===== src/rtl/uart_tx_feeder.sv =====
// Feeds 64-bit words into the UART transmitter FIFO and paces one-cycle launch
// pulses to the transmitter, with an idle gap, a completion count and a busy timeout.
module uart_tx_feeder #(
  parameter int unsigned GAP_CYC = 16,
  parameter int unsigned BUSY_TO = 8,
  parameter int unsigned CNT_W   = 16
) (
  input  logic             clk,
  input  logic             rst_n,
  input  logic [63:0]      s_data,
  input  logic             s_valid,
  output logic             s_ready,
  input  logic             run,
  input  logic             clr_err,
  output logic [63:0]      fifo_din,
  output logic             fifo_wr_en,
  input  logic             fifo_full,
  input  logic             fifo_empty,
  output logic             tx_enable,
  input  logic             tx_busy,
  output logic [CNT_W-1:0] words_sent,
  output logic             err_timeout,
  output logic             state_idle
);

  localparam int unsigned      GAP_W    = (GAP_CYC > 1) ? $clog2(GAP_CYC) : 1;
  localparam logic [GAP_W-1:0] GAP_LAST = GAP_W'((GAP_CYC > 0) ? GAP_CYC - 1 : 0);
  // The counter is compared before its increment, so BUSY_TO-2 here means the
  // incremented value has reached BUSY_TO-1.
  localparam logic [7:0]       TO_LAST  = 8'(BUSY_TO - 2);

  typedef enum logic [2:0] {
    IDLE,
    FIRE,
    WAIT_BUSY,
    WAIT_DONE,
    GAP
  } state_e;

  localparam state_e AFTER_WORD = (GAP_CYC == 0) ? IDLE : GAP;

  state_e           state_q, state_d;
  logic [7:0]       to_cnt_q, to_cnt_d;
  logic [GAP_W-1:0] gap_cnt_q, gap_cnt_d;
  logic [CNT_W-1:0] words_q, words_d;
  logic             err_q, err_d;
  logic             tx_en_q, tx_en_d;

  // Write side is a pure pass-through; the FIFO itself provides buffering.
  assign s_ready    = ~fifo_full;
  assign fifo_wr_en = s_valid & ~fifo_full;
  assign fifo_din   = s_data;

  assign tx_enable   = tx_en_q;
  assign words_sent  = words_q;
  assign err_timeout = err_q;
  assign state_idle  = (state_q == IDLE);

  always_comb begin
    state_d   = state_q;
    to_cnt_d  = to_cnt_q;
    gap_cnt_d = gap_cnt_q;
    words_d   = words_q;
    err_d     = err_q & ~clr_err;
    tx_en_d   = 1'b0;

    case (state_q)
      IDLE: begin
        if (run && !fifo_empty && !tx_busy) begin
          state_d = FIRE;
          tx_en_d = 1'b1;
        end
      end
      FIRE: begin
        state_d  = WAIT_BUSY;
        to_cnt_d = 8'd0;
      end
      WAIT_BUSY: begin
        to_cnt_d = to_cnt_q + 8'd1;
        if (tx_busy) begin
          state_d = WAIT_DONE;
        end else if (to_cnt_q == TO_LAST) begin
          // Setting overrides a clear arriving in the same cycle.
          err_d     = 1'b1;
          state_d   = AFTER_WORD;
          gap_cnt_d = '0;
        end
      end
      WAIT_DONE: begin
        if (!tx_busy) begin
          words_d   = words_q + 1'b1;
          state_d   = AFTER_WORD;
          gap_cnt_d = '0;
        end
      end
      GAP: begin
        if (gap_cnt_q == GAP_LAST) begin
          state_d = IDLE;
        end else begin
          gap_cnt_d = gap_cnt_q + 1'b1;
        end
      end
      default: begin
        state_d = IDLE;
      end
    endcase
  end

  always_ff @(posedge clk or negedge rst_n) begin
    if (!rst_n) begin
      state_q   <= IDLE;
      to_cnt_q  <= 8'd0;
      gap_cnt_q <= '0;
      words_q   <= '0;
      err_q     <= 1'b0;
      tx_en_q   <= 1'b0;
    end else begin
      state_q   <= state_d;
      to_cnt_q  <= to_cnt_d;
      gap_cnt_q <= gap_cnt_d;
      words_q   <= words_d;
      err_q     <= err_d;
      tx_en_q   <= tx_en_d;
    end
  end

endmodule


===== config.mk =====
export PLATFORM = sky130hd
export DESIGN_NAME = uart_tx_feeder
export DESIGN_NICKNAME = d
export VERILOG_FILES = /design/src/rtl/uart_tx_feeder.sv
export SDC_FILE = /design/constraint.sdc
export NUM_CORES = 1
export LEC_CHECK = 0
export CAP_MARGIN = 15
export CORE_MARGIN = 1.5
export CORE_UTILIZATION = 37
export DETAILED_ROUTE_END_ITERATION = 7
export HOLD_SLACK_MARGIN = 0.05
export PLACE_DENSITY = 0.87
export SLEW_MARGIN = 20
export SYNTH_ARGS = -nofsm -noshare
export SYNTH_HDL_FRONTEND = slang
export SYNTH_SLANG_ARGS = --single-unit

===== constraint.sdc =====
create_clock -name clk -period 2.7 [get_ports clk]
set_clock_uncertainty 0.1 [all_clocks]
set_input_delay 0.405 -clock clk [delete_from_list [all_inputs] [get_ports clk]]
set_output_delay 0.405 -clock clk [all_outputs]
set_load 0.1 [all_outputs]

==> flow_summary.yaml, run 1 <==
worst_setup_path:
  end_kind: "flip-flop"
  arrival_ns: 1.98
  worst_path_max_delay_cell: "clkdlybuf4s50_1"
  critPathKind: "in2reg"
  required_ns: 2.78
  cp_slowest_stage_delay_ns: 0.52
  path_cells: "clkdlybuf4s50_1 -> nand4bb_2 -> nor4_2 -> nand3_1 -> xnor2_1"
  r2r-start: "state_q[1]"
  worstRegToRegCells: 4
  crit_buf_inv: 1
  crit_fanout: 7
  timing.reg2reg.setup_slack_ns: 0.94
  cp_top_family: "simple AND/OR/NAND/NOR gates"
  r2r_end: "to_cnt_q[7]"
  worst_setup_path_start_kind: "input port"
pwr:
  power_leakage_uw: 0.000956
  p_per_area_mw_per_mm2: 872
  ir_drop_mv: 0.506
min_path:
  hp-start: "to_cnt_q[7]"
  min_to: "to_cnt_q[7]"
  worstHoldPathCells: 1
  hold_path_class: "reg2reg"
logic_synthesis:
  synthesis.area_mm2: 0.00210
  synth_nets: 289
  synth_compound_area_share_pct: 5.24
  synth-edff-count: 0
  yosysSeqAreaShare_pct: 39.3
  ys_seq_elements: 33
  synth_adder_area_share_pct: 2.38
  synth_area_leader_cell: "dfrtp_1"
  yosysWarningCount: 0
  avgSynthCellArea_um2: 9.86
  synthDominantCellAreaShare_pct: 39.3
  async_flop_share_pct: 100
  syn_inst: 213
  synth_top_family_by_area: "buffers and inverters"
  synth_xor_area_share_pct: 7.51
  muxShareOfSynthArea_pct: 1.49
  synthSimpleGateAreaFrac_pct: 18.8
  synth_cell_types: 40
  synthTopCellsByArea: "dfrtp_1, buf_4, xnor2_1"
  ys.flop_type: "dfrtp_1"
cts:
  cts_made_buffers: 5
  cts_buffer_depth: 2
  clkLatencyLatePin_ns: 0.28
  cts_tree: "done"
  htreeDepth: 2
  clk_pin_slew_worst_paths_ns: 0.07
  clock-sinks: 33
  clock-root-buffer: "clkbuf_8"
  cts_resized: 0
  postCtsHoldBufs: 0
  post_cts_buffers: 0
grt:
  grt_pass1_wl_um: 5380
  grt_start_max_net_pins: 34
  grt_usage_pct: 11.3
  grt_antenna_before_repair: 0
  grt_pass1_vias: 1181
  globalRoute.totalOverflow: 0
floorplan:
  die_x_um: 78.3
  start_util_pct: 38.1
  fp.dieH_um: 78.3
  rows: 27
  dieArea_mm2: 0.00614
  ios: 157
  coreArea_mm2: 0.00551
timing:
  hold_viol_final: 0
  setup_slack_ns: 0.797
  setup_violations: 0
  drv_slew: 0
  setup_tns_ns: 0
  maxSlewHeadroom_pct: 72.4
  post-route-period-util_pct: 70.5
  clock.fmax_mhz: 526
  rsz0062_at_grt: "no"
  tightest_slew_ns: 0.413
  period_needed_ns: 1.90
drt:
  drcViolationCount: 0
  drt_pass1_iterations: 4
  m1WireLength_um: 1430
  drtAntennaViolNets: 0
  met3WireLength_um: 321
  via_count: 1217
  dr_wl_met2_um: 1430
  drt_iter0_drc: 27
  dr.max_layer_used: "met4"
  vias_per_cell: 4.77
  wl_um: 3240
  drt-wirelength-per-cell_um: 12.7
job:
  cap_violations: 0
layout:
  n_antenna_cell: 0
  fin_util_pct: 36.5
  final_cell_mix: "dfrtp_1, buf_4, nand2_1"
  final_nets: 258
  area_growth_pct: -4.35
  layout_commonest_cell: "dfrtp_1"
  drive_above_1_share_pct: 21.9
placement:
  dp_hpwl_um: 2340
  gp_congestion: 0.738
  place_ws_ns: 0.474
  port_buffers: 28
outcome:
  status: "finished clean"
[state kept, by name (all words and copies together), names as in the netlist]
signal / cells
err_timeout: 1
words_sent: 16
state_q: 3
gap_cnt_q: 4
tx_enable: 1
to_cnt_q: 8
[where the power goes]
| group | switching [uW] | total, uW | internal [uW] |
|---|---|---|---|
| clock network | 182 | 359 | 178 |
| registers | 130 | 708 | 577 |
| logic | 471 | 685 | 214 |
| total | 783 | 1750 | 969 |
[per-layer routing]
layer | track usage (%) | vias to the layer above
met4 | 5.36 | 0
met1 | 14.3 | 584
met3 | 4.88 | 7
met5 | 0 | -
met2 | 16.4 | 47
li1 | - | 579
[cell families after synthesis]
group | Yosys count
AND/OR/NAND/NOR | 65
adder cells (fa/ha/maj) | 4
AO/OA/AOI/OAI | 17
XOR/XNOR | 18
buffers and inverters | 73
multiplexers | 3
flip-flops | 33
[metrics by stage]
stage               cell area, um2  cells  hold slack, ns  total power, uW
floorplan                     2100    213         0.00941             1730
global placement              1920    247           0.356             1380
detailed placement            1920    247           0.369             1410
CTS                           2010    255           0.389             1780
global route                  2010    255           0.398             1880
finish                        2010    255           0.379             1750
[cell usage after synthesis (all sizes together) (2+ instances only)]
| cell | count |
|---|---|
| a21oi | 2 |
| a22o | 2 |
| and3 | 3 |
| and4bb | 2 |
| buf | 67 |
| dfrtp | 33 |
| ha | 4 |
| inv | 6 |
| mux2i | 2 |
| nand2 | 14 |
| nand2b | 4 |
| nand3 | 12 |
| nand4 | 3 |
| nor2 | 10 |
| nor3 | 7 |
| o21ai | 8 |
| or3b | 2 |
| xnor2 | 11 |
| xor2 | 7 |
[cell type report]
class	instances	area (um2)
Tap cell	72	90.1
Multi-Input combinational cell	107	748
Fill cell	552	3500
Timing Repair Buffer	29	235
Clock buffer	5	68.8
Inverter	6	22.5
Clock inverter	3	17.5
Sequential cell	33	826
[worst max path at each step]
stage | from | end | slack, ns | cells after the start
2_1_floorplan | fifo_full | fifo_wr_en | 0.45 | 1
3_3_place_gp | tx_busy | words_sent[13] | 0.52 | 5
3_5_place_dp | tx_busy | words_sent[15] | 0.47 | 5
4_1_cts | tx_busy | words_sent[15] | 0.79 | 5
5_1_grt | tx_busy | words_sent[13] | 0.63 | 5
6_report | tx_busy | words_sent[15] | 0.80 | 5
No activity file was read; power rests on OpenSTA's default activity.
==> run 2: changes to the inputs <==
--- a/config.mk
+++ b/config.mk
@@ -7,10 +7,10 @@
 export LEC_CHECK = 0
 export CAP_MARGIN = 15
 export CORE_MARGIN = 1.5
-export CORE_UTILIZATION = 37
+export CORE_UTILIZATION = 31
 export DETAILED_ROUTE_END_ITERATION = 7
 export HOLD_SLACK_MARGIN = 0.05
-export PLACE_DENSITY = 0.87
+export PLACE_DENSITY = 0.77
 export SLEW_MARGIN = 20
 export SYNTH_ARGS = -nofsm -noshare
 export SYNTH_HDL_FRONTEND = slang
==> constraint.sdc (replaced) <==
create_clock -name clk -period 1.6 [get_ports clk]
set_clock_uncertainty 0.1 [all_clocks]
set_input_delay 0.24 -clock clk [delete_from_list [all_inputs] [get_ports clk]]
set_output_delay 0.24 -clock clk [all_outputs]
set_load 0.1 [all_outputs]
==> run 2 against run 1 <==
Compared with the run above: the run now ends with design-rule violations, negative setup slack left; clock-buffer cell count stayed put; die area is 19% higher; sequential share of layout area is 7.9 points lower; non-clock buffer count is 20 higher; global-route usage is 0.11 points lower; final area is 31% higher; via count is 8.9% higher; critical path depth is 1 higher; core utilization is 4.2 points higher; register-to-register slack worse by 1.0 ns; highest routed layer unchanged.
==> flow_summary.yaml, run 2 (synthesis results as in run 1) <==
drt:
  drt_iter0_drc: 35
  wl_um: 3770
  drt-wirelength-per-cell_um: 13.4
  drt_pass1_iterations: 7
  vias_per_cell: 4.73
  drcViolationCount: 8
  drtAntennaViolNets: 0
  via_count: 1325
placement:
  gp_congestion: 0.817
  port_buffers: 28
  dp_hpwl_um: 2800
  place_ws_ns: -0.298
grt:
  grt_start_max_net_pins: 34
  grt_pass1_wl_um: 6180
  grt_pass1_vias: 1318
  globalRoute.totalOverflow: 0
  grt_usage_pct: 11.2
  grt_antenna_before_repair: 0
worst_setup_path:
  timing.reg2reg.setup_slack_ns: -0.07
  critPathKind: "reg2reg"
  crit_fanout: 5
  worstRegToRegCells: 6
  r2r_end: "gap_cnt_q[0]"
  worst_setup_path_start_kind: "flip-flop"
  required_ns: 1.68
  end_kind: "flip-flop"
  arrival_ns: 1.75
  r2r-start: "to_cnt_q[0]"
layout:
  final_cell_mix: "buf_12, dfrtp_1, buf_4"
  fin_util_pct: 40.7
  final_nets: 278
  drive_above_1_share_pct: 42.9
  largest_reg_flops: 16
  n_antenna_cell: 0
  layout_commonest_cell: "buf_12"
  area_growth_pct: 25.1
floorplan:
  fp.dieH_um: 85.3
  dieArea_mm2: 0.00728
  ios: 157
  die_x_um: 85.3
  start_util_pct: 32.5
  coreArea_mm2: 0.00646
  rows: 29
cts:
  clkLatencyLatePin_ns: 0.29
  clock-sinks: 33
  clk_pin_slew_worst_paths_ns: 0.07
  cts_tree: "done"
  htreeDepth: 2
  cts_made_buffers: 5
  cts_buffer_depth: 2
  clock-root-buffer: "clkbuf_8"
  postCtsHoldBufs: 0
timing:
  rsz0062_at_grt: "yes"
  clock.fmax_mhz: 599
  drv_slew: 0
  setup_slack_ns: -0.0704
  hold_viol_final: 0
  tightest_slew_ns: 0.330
  maxSlewHeadroom_pct: 77.7
  post-route-period-util_pct: 104
  period_needed_ns: 1.67
  timing.hold.ws_ns: 0.215
  setup_violations: 6
pwr:
  p_switching_uw: 1470
  power_leakage_uw: 0.00117
  comb_power_share_pct: 44.8
  power.internal_uw: 2390
  p_per_area_mw_per_mm2: 1470
  ir_drop_mv: 0.582
  seqPwrFrac_pct: 30.9
  p_clk_share_pct: 24.3
  switching_share_pct: 38.1
outcome:
  status: "finished, violations left"
  violations: "design-rule violations, negative setup slack"
min_path:
  hold_path_class: "in2async"
job:
  cap_violations: 0
## run 2: cell count changes in the layout (fill, tap and decap cells not counted), moves of 4 or more
cell	change
dfrtp_4	+11
buf_12	+22
dfrtp_1	-15
dfrtp_2	+4
buf_4	-4
## run 2: final cells by class
cell class                      instances  area [um2]
Fill cell                             604        3830
Multi-Input combinational cell        107         835
Sequential cell                        33         872
Clock buffer                            5        68.8
Clock inverter                          3        65.1
Tap cell                               77        96.3
Timing Repair Buffer                   49         668
Inverter                                6        22.5
## run 2: power by group through the flow
stage | combinational [uW] | sequential (uW) | clock, uW
after floorplan | 1500 | 1490 | 0
after global routing | 1850 | 1220 | 1000
after global placement | 1580 | 1190 | 0
after detailed placement | 1620 | 1200 | 0
after CTS | 1650 | 1190 | 966
final | 1730 | 1190 | 938
## run 2: how the worst max path moves through the flow
stage / cells after the start / start / to / slack (ns)
finish: 6 / to_cnt_q[0] / gap_cnt_q[0] / -0.07
global route: 6 / to_cnt_q[0] / gap_cnt_q[0] / -0.17
global placement: 5 / tx_busy / words_sent[9] / -0.23
floorplan: 4 / words_sent[10] / words_sent[15] / -0.06
CTS: 6 / to_cnt_q[0] / gap_cnt_q[0] / -0.08
detailed placement: 5 / tx_busy / words_sent[15] / -0.30
## run 2: worst max-delay path, cell delays in order (launching register included)
cell,delay (ns)
dfrtp_1,0.37
inv_1,0.06
ha_1,0.13
and4bb_1,0.24
a21oi_2,0.07
o31a_1,0.31
mux2_4,0.28
## run 2: stage by stage
step,power [uW],setup TNS [ns],cell area (um2),cells
after floorplan,2990,-0.168,2190,213
after global placement,2770,-2.32,2400,268
after detailed placement,2820,-3.14,2400,268
after CTS,3810,-0.273,2550,276
after global routing,4070,-0.927,2630,280
final,3860,-0.183,2630,280
## run 2: routing by layer
layer	share of wire [%]	global-route usage (%)	vias up	wire, um
met1	40	13.1	635	1510
met4	4.1	8.65	0	154
li1	-	-	621	-
met3	8.0	3.99	25	301
met5	0	0	-	0
met2	48	16.6	44	1800
## run 2: repair_timing
action	in CTS	in global routing
resized for setup	5	9
endpoints found under the setup margin	9	17
setup buffers	0	4
pin swaps	3	6
==> run 3: changes to the inputs <==
--- a/config.mk
+++ b/config.mk
@@ -11,7 +11,7 @@
 export DETAILED_ROUTE_END_ITERATION = 7
 export HOLD_SLACK_MARGIN = 0.05
 export PLACE_DENSITY = 0.77
-export SLEW_MARGIN = 20
+export SLEW_MARGIN = 10
 export SYNTH_ARGS = -nofsm -noshare
 export SYNTH_HDL_FRONTEND = slang
 export SYNTH_SLANG_ARGS = --single-unit
==> results of run 3 <==
Final layout, timing and power as in run 2 (identical DEF).
